==> src/rtl/multdiv_sequencer.sv <==
// multdiv_sequencer: control stage for the radix-4 Booth multiplier and the
// restoring divider. Latches operands on a start pulse, drives the shared
// iteration counter, captures the selected datapath's result and exception
// on the final iteration and announces completion with a one-cycle strobe.
//
// Ports:
//   clk, reset                   clock, async active-high reset
//   ctrl_MULT, ctrl_DIV          start pulses (multiply has priority)
//   data_operandA/B              operands, sampled on the start edge
//   mult_result, mult_overflow   multiplier datapath outputs
//   div_result, div_exception    divider datapath outputs
//   op_a, op_b                   latched operands to both datapaths
//   counter                      iteration count to both datapaths
//   busy                         operation in flight
//   data_result, data_exception  held result of last completed operation
//   data_resultRDY               one-cycle completion strobe
module multdiv_sequencer #(
    parameter int unsigned MULT_CYCLES = 17,
    parameter int unsigned DIV_CYCLES  = 33
) (
    input  logic        clk,
    input  logic        reset,
    input  logic        ctrl_MULT,
    input  logic        ctrl_DIV,
    input  logic [31:0] data_operandA,
    input  logic [31:0] data_operandB,
    input  logic [31:0] mult_result,
    input  logic        mult_overflow,
    input  logic [31:0] div_result,
    input  logic        div_exception,
    output logic [31:0] op_a,
    output logic [31:0] op_b,
    output logic [31:0] counter,
    output logic        busy,
    output logic [31:0] data_result,
    output logic        data_exception,
    output logic        data_resultRDY
);

    localparam logic [31:0] MULT_LAST = 32'(MULT_CYCLES - 1);
    localparam logic [31:0] DIV_LAST  = 32'(DIV_CYCLES - 1);

    typedef enum logic [1:0] {
        IDLE     = 2'd0,
        RUN_MULT = 2'd1,
        RUN_DIV  = 2'd2,
        DZERO    = 2'd3
    } state_t;

    state_t      state, state_next;
    logic [31:0] op_a_next, op_b_next, counter_next, result_next;
    logic        exception_next, rdy_next, busy_next;

    // State and output registers
    always_ff @(posedge clk or posedge reset) begin
        if (reset) begin
            state          <= IDLE;
            op_a           <= '0;
            op_b           <= '0;
            counter        <= '0;
            busy           <= 1'b0;
            data_result    <= '0;
            data_exception <= 1'b0;
            data_resultRDY <= 1'b0;
        end else begin
            state          <= state_next;
            op_a           <= op_a_next;
            op_b           <= op_b_next;
            counter        <= counter_next;
            busy           <= busy_next;
            data_result    <= result_next;
            data_exception <= exception_next;
            data_resultRDY <= rdy_next;
        end
    end

    // Next-state and next-output logic
    always_comb begin
        state_next     = state;
        op_a_next      = op_a;
        op_b_next      = op_b;
        counter_next   = counter;
        result_next    = data_result;
        exception_next = data_exception;
        rdy_next       = 1'b0;

        case (state)
            IDLE: begin
                counter_next = '0;
            end
            RUN_MULT: begin
                if (counter == MULT_LAST) begin
                    result_next    = mult_result;
                    exception_next = mult_overflow;
                    rdy_next       = 1'b1;
                    counter_next   = '0;
                    state_next     = IDLE;
                end else begin
                    counter_next = counter + 32'd1;
                end
            end
            RUN_DIV: begin
                if (counter == DIV_LAST) begin
                    result_next    = div_result;
                    exception_next = div_exception;
                    rdy_next       = 1'b1;
                    counter_next   = '0;
                    state_next     = IDLE;
                end else begin
                    counter_next = counter + 32'd1;
                end
            end
            DZERO: begin
                result_next    = '0;
                exception_next = 1'b1;
                rdy_next       = 1'b1;
                state_next     = IDLE;
            end
            default: begin
                state_next   = IDLE;
                counter_next = '0;
            end
        endcase

        // A start overrides everything above: any in-flight operation is
        // abandoned, but a result captured on this same edge is kept with
        // its strobe suppressed.
        if (ctrl_MULT || ctrl_DIV) begin
            op_a_next    = data_operandA;
            op_b_next    = data_operandB;
            counter_next = '0;
            rdy_next     = 1'b0;
            if (ctrl_MULT) begin
                state_next = RUN_MULT;
            end else if (data_operandB == 32'd0) begin
                state_next = DZERO;
            end else begin
                state_next = RUN_DIV;
            end
        end

        busy_next = (state_next != IDLE);
    end

endmodule

==> config.mk <==
export PLATFORM = sky130hd
export DESIGN_NAME = multdiv_sequencer
export DESIGN_NICKNAME = d
export VERILOG_FILES = /design/src/rtl/multdiv_sequencer.sv
export SDC_FILE = /design/constraint.sdc
export NUM_CORES = 1
export LEC_CHECK = 0
export CAP_MARGIN = 0
export CORE_MARGIN = 2
export CORE_UTILIZATION = 25
export CTS_CLUSTER_SIZE = 16
export DETAILED_ROUTE_END_ITERATION = 10
export DONT_BUFFER_PORTS = 1
export GPL_TIMING_DRIVEN = 0
export MAX_ROUTING_LAYER = met4
export SETUP_SLACK_MARGIN = 0.1
export SLEW_MARGIN = 20
export SYNTH_ARGS = -nofsm -noshare
export SYNTH_HDL_FRONTEND = slang
export SYNTH_SLANG_ARGS = --single-unit
==> constraint.sdc <==
create_clock -name clk -period 4.9 [get_ports clk]
set_input_delay 0.245 -clock clk [delete_from_list [all_inputs] [get_ports clk]]
set_output_delay 0.245 -clock clk [all_outputs]
set_load 0.05 [all_outputs]
==> results.toml, run 1 <==
[yosys]
synth-edff-count = 0
synthesis.nets = 705
synthArstFlopShare_pct = 100
syn_area_um2 = 6100
yosysSeqAreaShare_pct = 54.6
ys_ff_latch = 133
netlist-cell-type-count = 43
avgSynthCellArea_um2 = 10.8
synthCells = 564
synth_warnings = 0
ys.flop_type = "dfrtp_1"

[power]
power.total_w = 0.00340
power_density_nw_per_um2 = 433
ir_drop_v = 0.000172
power_leakage_nw = 3.16

[route]
via_per_inst = 4.83
drt_iter0_drc = 285
wl_per_cell_um = 19.3
ant_nets = 0
vias = 4785
drtPass1Iterations = 4
drcViolationCount = 0
top_layer_used = "met4"
dr_wl_met2_mm = 9.62
wl_mm = 19.1
wl_met1_mm = 7.76
wl_met3_mm = 1.34

[floorplanning]
die_y_um = 160
die-area_um2 = 25600
start_util_pct = 25.3
rows = 57
ios = 265
fp.dieW_um = 160
coreArea_um2 = 24100

[worst_setup_path]
crit_cells = 10
reg2reg_slack_ps = 1650
cp-start-kind = "register"
crit_chain = "inv_1 > ha_1 > nor4b_2 > nand4_1 > nor3_1 > o221ai_1 > clkbuf_1 > a21oi_1 > nor2_1 > dlygate4sd3_1"
end_kind = "register"
crit_buf_inv = 3
cp_slowest_cell = "dfrtp_1"
cp_data_required_time_ps = 5250
crit_fanout = 10
path_class = "reg -> reg"
cpPeakStageDelay_ps = 740
critPathTopFamily = "buffers and inverters"
arrival_ps = 3600
ff2ff_path_depth = 10

[placed_design]
dpl.hpwl_mm = 13.5
port_buffers = 0
place.gp.congestion = 0.815
place_area_um2 = 6540
dp.cells = 889

[cts]
cts_tree = "yes"
htree_num_levels = 4
clkSinkCount = 133
cts_buffer_depth = 2
cts_resized = 0
post_cts_buffers = 0
clock_latency_ps = 410
cts_hold_buf = 68
cts_inserted_buffers = 17
cts_root_buffer = "clkbuf_16"
cts.reportedPaths.clkPinSlew_ps = 60

[min_path]
holdCritPathClass = "in -> reg"
whs_path_depth = 2

[global_routing]
grt_pass1_vias = 4803
grt_pass1_wl_mm = 29.3
grt_max_degree = 71
antenna_found_initial = 1
grt_overflow = 0
gr-usage-all-layers_pct = 15.4

[final_layout]
stdcell_area_um2 = 7860
drive_gt1_share_pct = 16.7
final_cells = 990
final_core_util_pct = 32.6
nets = 793
layout_common_cells = "dfrtp_1 (133), dlygate4sd3_1 (68), mux2_2 (64)"
nFillCells = 2463
final_common_cell = "dfrtp_1"
syn_to_final_growth_pct = 29.0

[sta]
rsz0062_at_grt = "false"
min_period_over_period_pct = 66.4
setup_viol_count_final = 0
slew_violations = 0
worst_pin_slew_ps = 701
hold_violations = 0
fmax_mhz = 307
min_period_ps = 3250
slew_headroom_pct = 53.3
fin_skew_ps = 14.5

[run]
maxCapViolations = 0

[outcome]
status = "completed"
[cell families after synthesis]
kind of cell,synth area share [%]
simple gates,15.9
flops,54.6
compound gates,11.4
mux,12.3
buf+inv,3.20
xor+xnor,1.15
fa+ha+maj,1.44
[routing by layer]
metal / global-route usage [%] / up-vias
met5: - / -
met4: 5.36 / 0
met3: 4.60 / 25
met2: 25.7 / 205
met1: 17.7 / 2348
li1: - / 2207
[worst register-to-register path: stages, from the launching register on]
cell and delay (ps):
dfrtp_1 740, inv_1 100, ha_1 220, nor4b_2 160
nand4_1 260, nor3_1 90, o221ai_1 480, clkbuf_1 400
a21oi_1 120, nor2_1 90, dlygate4sd3_1 540
[path summary, 6_finish.rpt]
path	startpoint	endpoint
min reg2reg	state[0]	state[0]
max	counter[0]	state[1]
min	mult_result[10]	data_result[10]
max in group asynchronous	reset	counter[2]
max reg2reg	counter[0]	state[1]
min in group asynchronous	reset	op_a[10]
[sequential cells by signal, summed over array words and instances, names as in the netlist]
register	count
data_resultRDY	1
busy	1
counter	32
data_exception	1
op_b	32
state	2
op_a	32
data_result	32
[synth_stat cells, drive strengths merged, types with 5 or more instances]
library cell,instances,share of area (%)
dfrtp,133,55
mux2,64,12
nand2,56,3.5
o21ai,55,4.6
a21oi,38,3.1
nor2,23,1.4
clkbuf,22,1.4
nor3b,19,2.3
nand3,17,1.4
inv,16,0.99
nor4,16,2.0
a22oi,14,1.7
nand4,11,1.1
and3,9,0.92
buf,8,0.86
nor3,8,0.66
or3,8,0.82
ha,7,1.4
a31oi,6,0.62
and2,5,0.51
xor2,5,0.72
[area by class of cell]
cell class	count	area [µm²]	area share, %
clock buffer	18	429	5.46
multi-input combinational	385	2570	32.7
buffer	30	135	1.72
clock inverter	14	214	2.72
sequential	133	3330	42.3
timing repair buffer	69	708	9.01
inverter	16	67.6	0.859
antenna	1	2.50	0.0318
tap	324	405	5.16
[report_power, final]
part           internal [W]  switching (W)  total (W)
clock              0.000873       0.000538    0.00141
sequential          0.00120       0.000490    0.00169
combinational      0.000138       0.000162   0.000300
[through the flow]
step / TNS, ps / hold slack, ps / setup WS, ps
6_report: 0 / 45.3 / 1650
5_1_grt: 0 / 44.4 / 1250
4_1_cts: 0 / 27.0 / 1510
3_5_place_dp: 0 / 178 / 1650
3_3_place_gp: -83270 / 316 / -638
2_1_floorplan: 0 / 311 / 1100
Power figures use the tool's default switching activity.
==> run 2: changes to the inputs <==
==> constraint.sdc (replaced) <==
create_clock -name clk -period 2.9 [get_ports clk]
set_input_delay 0.145 -clock clk [delete_from_list [all_inputs] [get_ports clk]]
set_output_delay 0.145 -clock clk [all_outputs]
set_load 0.05 [all_outputs]
==> run 2 against run 1 <==
Compared with the run above:
- clock power increased by 57%
- largest power group unchanged
- worst hold slack got worse by 9.2 ps
- clock-buffer cell count increased by 3
- flip-flop and latch count unchanged
- cell area increased by 7.4%
- combinational power increased by 100%
- final cell count increased by 5.4%
==> results.toml, run 2 (synthesized netlist as in run 1, its figures left out) <==
[worst_setup_path]
arrival_ps = 2970
path_class = "reg -> reg"
cp-start-kind = "register"
cp_data_required_time_ps = 3220
end_kind = "register"
crit_fanout = 10
ff2ff_path_depth = 8

[final_layout]
final_common_cell = "dfrtp_1"
syn_to_final_growth_pct = 38.5
drive_gt1_share_pct = 19.1
nets = 845
layout_common_cells = "dfrtp_1 (119), dlygate4sd3_1 (113), mux2_2 (64)"
stdcell_area_um2 = 8440

[placed_design]
port_buffers = 0
place.gp.congestion = 0.784
dpl.hpwl_mm = 14.4
place_area_um2 = 6610

[sta]
min_period_over_period_pct = 91.5
rsz0062_at_grt = "true"
worst_pin_slew_ps = 724
hold_violations = 0
fin_skew_ps = 8.58
fmax_mhz = 377
setup_viol_count_final = 0
min_period_ps = 2650
slew_violations = 0
hold_ws_ps = 36.2
slew_headroom_pct = 51.3

[cts]
cts_tree = "yes"
cts_inserted_buffers = 17
htree_num_levels = 4
clock_latency_ps = 410
cts_buffer_depth = 2
clkSinkCount = 133
cts_root_buffer = "clkbuf_16"
cts.reportedPaths.clkPinSlew_ps = 60

[route]
wl_per_cell_um = 20.2
ant_nets = 0
wl_mm = 21.1
vias = 5240
drcViolationCount = 0
drt_iter0_drc = 352
drtPass1Iterations = 5
via_per_inst = 5.02

[global_routing]
gr-usage-all-layers_pct = 16.9
grt_overflow = 0
grt_pass1_vias = 5416
grt_max_degree = 33
grt_pass1_wl_mm = 32.3
antenna_found_initial = 1

[outcome]
status = "completed"

[min_path]
whs_path_depth = 2
holdCritPathClass = "in -> reg"

[power]
ir_drop_v = 0.000310
power_density_nw_per_um2 = 674
power.total_w = 0.00569
power_leakage_nw = 3.36

[floorplanning]
fp.dieW_um = 160
die_y_um = 160
coreArea_um2 = 24100
die-area_um2 = 25600
start_util_pct = 25.3
rows = 57
ios = 265

[run]
maxCapViolations = 0
run 2: changes by cell type in the layout (fill, tap and decap cells not counted), moves of 3 or more:
cell           delta
dfrtp_2          +14
dfrtp_1          -14
inv_6             -3
clkinvlp_4        +5
clkbuf_2          +4
buf_12            +4
inv_8             -4
buf_4             +3
dlygate4sd3_1    +45
clkbuf_1          -3
run 2: final timing paths:
check	from	endpoint	slack, ps
worst max-delay path	state[0]	data_result[29]	250
worst min-delay path	mult_overflow	data_exception	40
worst max register to register	state[0]	data_result[29]	250
worst min register to register	state[1]	state[1]	620
max in group asynchronous	reset	data_result[28]	2130
min in group asynchronous	reset	op_a[14]	140
run 2: stage by stage:
stage	TNS, ps	std cells	util, %	setup slack, ps
6_report	0	1043	35.0	246
5_1_grt	0	1043	35.0	74.8
4_1_cts	0	1040	34.8	88.2
3_5_place_dp	-2020	893	27.4	-313
3_3_place_gp	-897	888	27.0	-272
2_1_floorplan	0	564	-	519
run 2: final cells by class:
type	count	area [µm²]
Fill cell	2390	15700
Sequential cell	133	3350
Multi-Input combinational cell	385	2620
Timing Repair Buffer	121	1260
Clock buffer	21	450
Tap cell	324	405
Clock inverter	11	150
Buffer	30	144
Inverter	16	63.8
Antenna cell	2	5.00
run 2: worst max-delay path, cell delays in order (launching register included):
cell and delay, ps:
dfrtp_1 430, inv_1 110, ha_1 200, clkbuf_1 230
nor2_1 350, clkbuf_2 360, a22oi_1 100, dlygate4sd3_1 600
o21ai_0 180
run 2: metal layers:
| metal | global-route usage (%) | vias up | share of wire, % |
|---|---|---|---|
| met5 | - | - | 0 |
| met4 | 6.22 | 0 | 2.5 |
| met3 | 4.57 | 38 | 7.2 |
| met2 | 28.6 | 271 | 51 |
| met1 | 19.2 | 2622 | 40 |
| li1 | - | 2309 | - |
run 2: power breakdown:
group          total (W)  internal [W]  switching, W
Clock            0.00222       0.00138      0.000836
Sequential       0.00286       0.00203      0.000833
Combinational   0.000610      0.000304      0.000306
Total            0.00569       0.00371       0.00197
run 2: repair_timing:
action,4_1_cts,5_1_grt
hold buffers,113,0
gates resized for setup,11,21
setup buffers,2,1
pin swaps,2,1
endpoints found under the hold margin,179,0
setup endpoints to repair,47,42
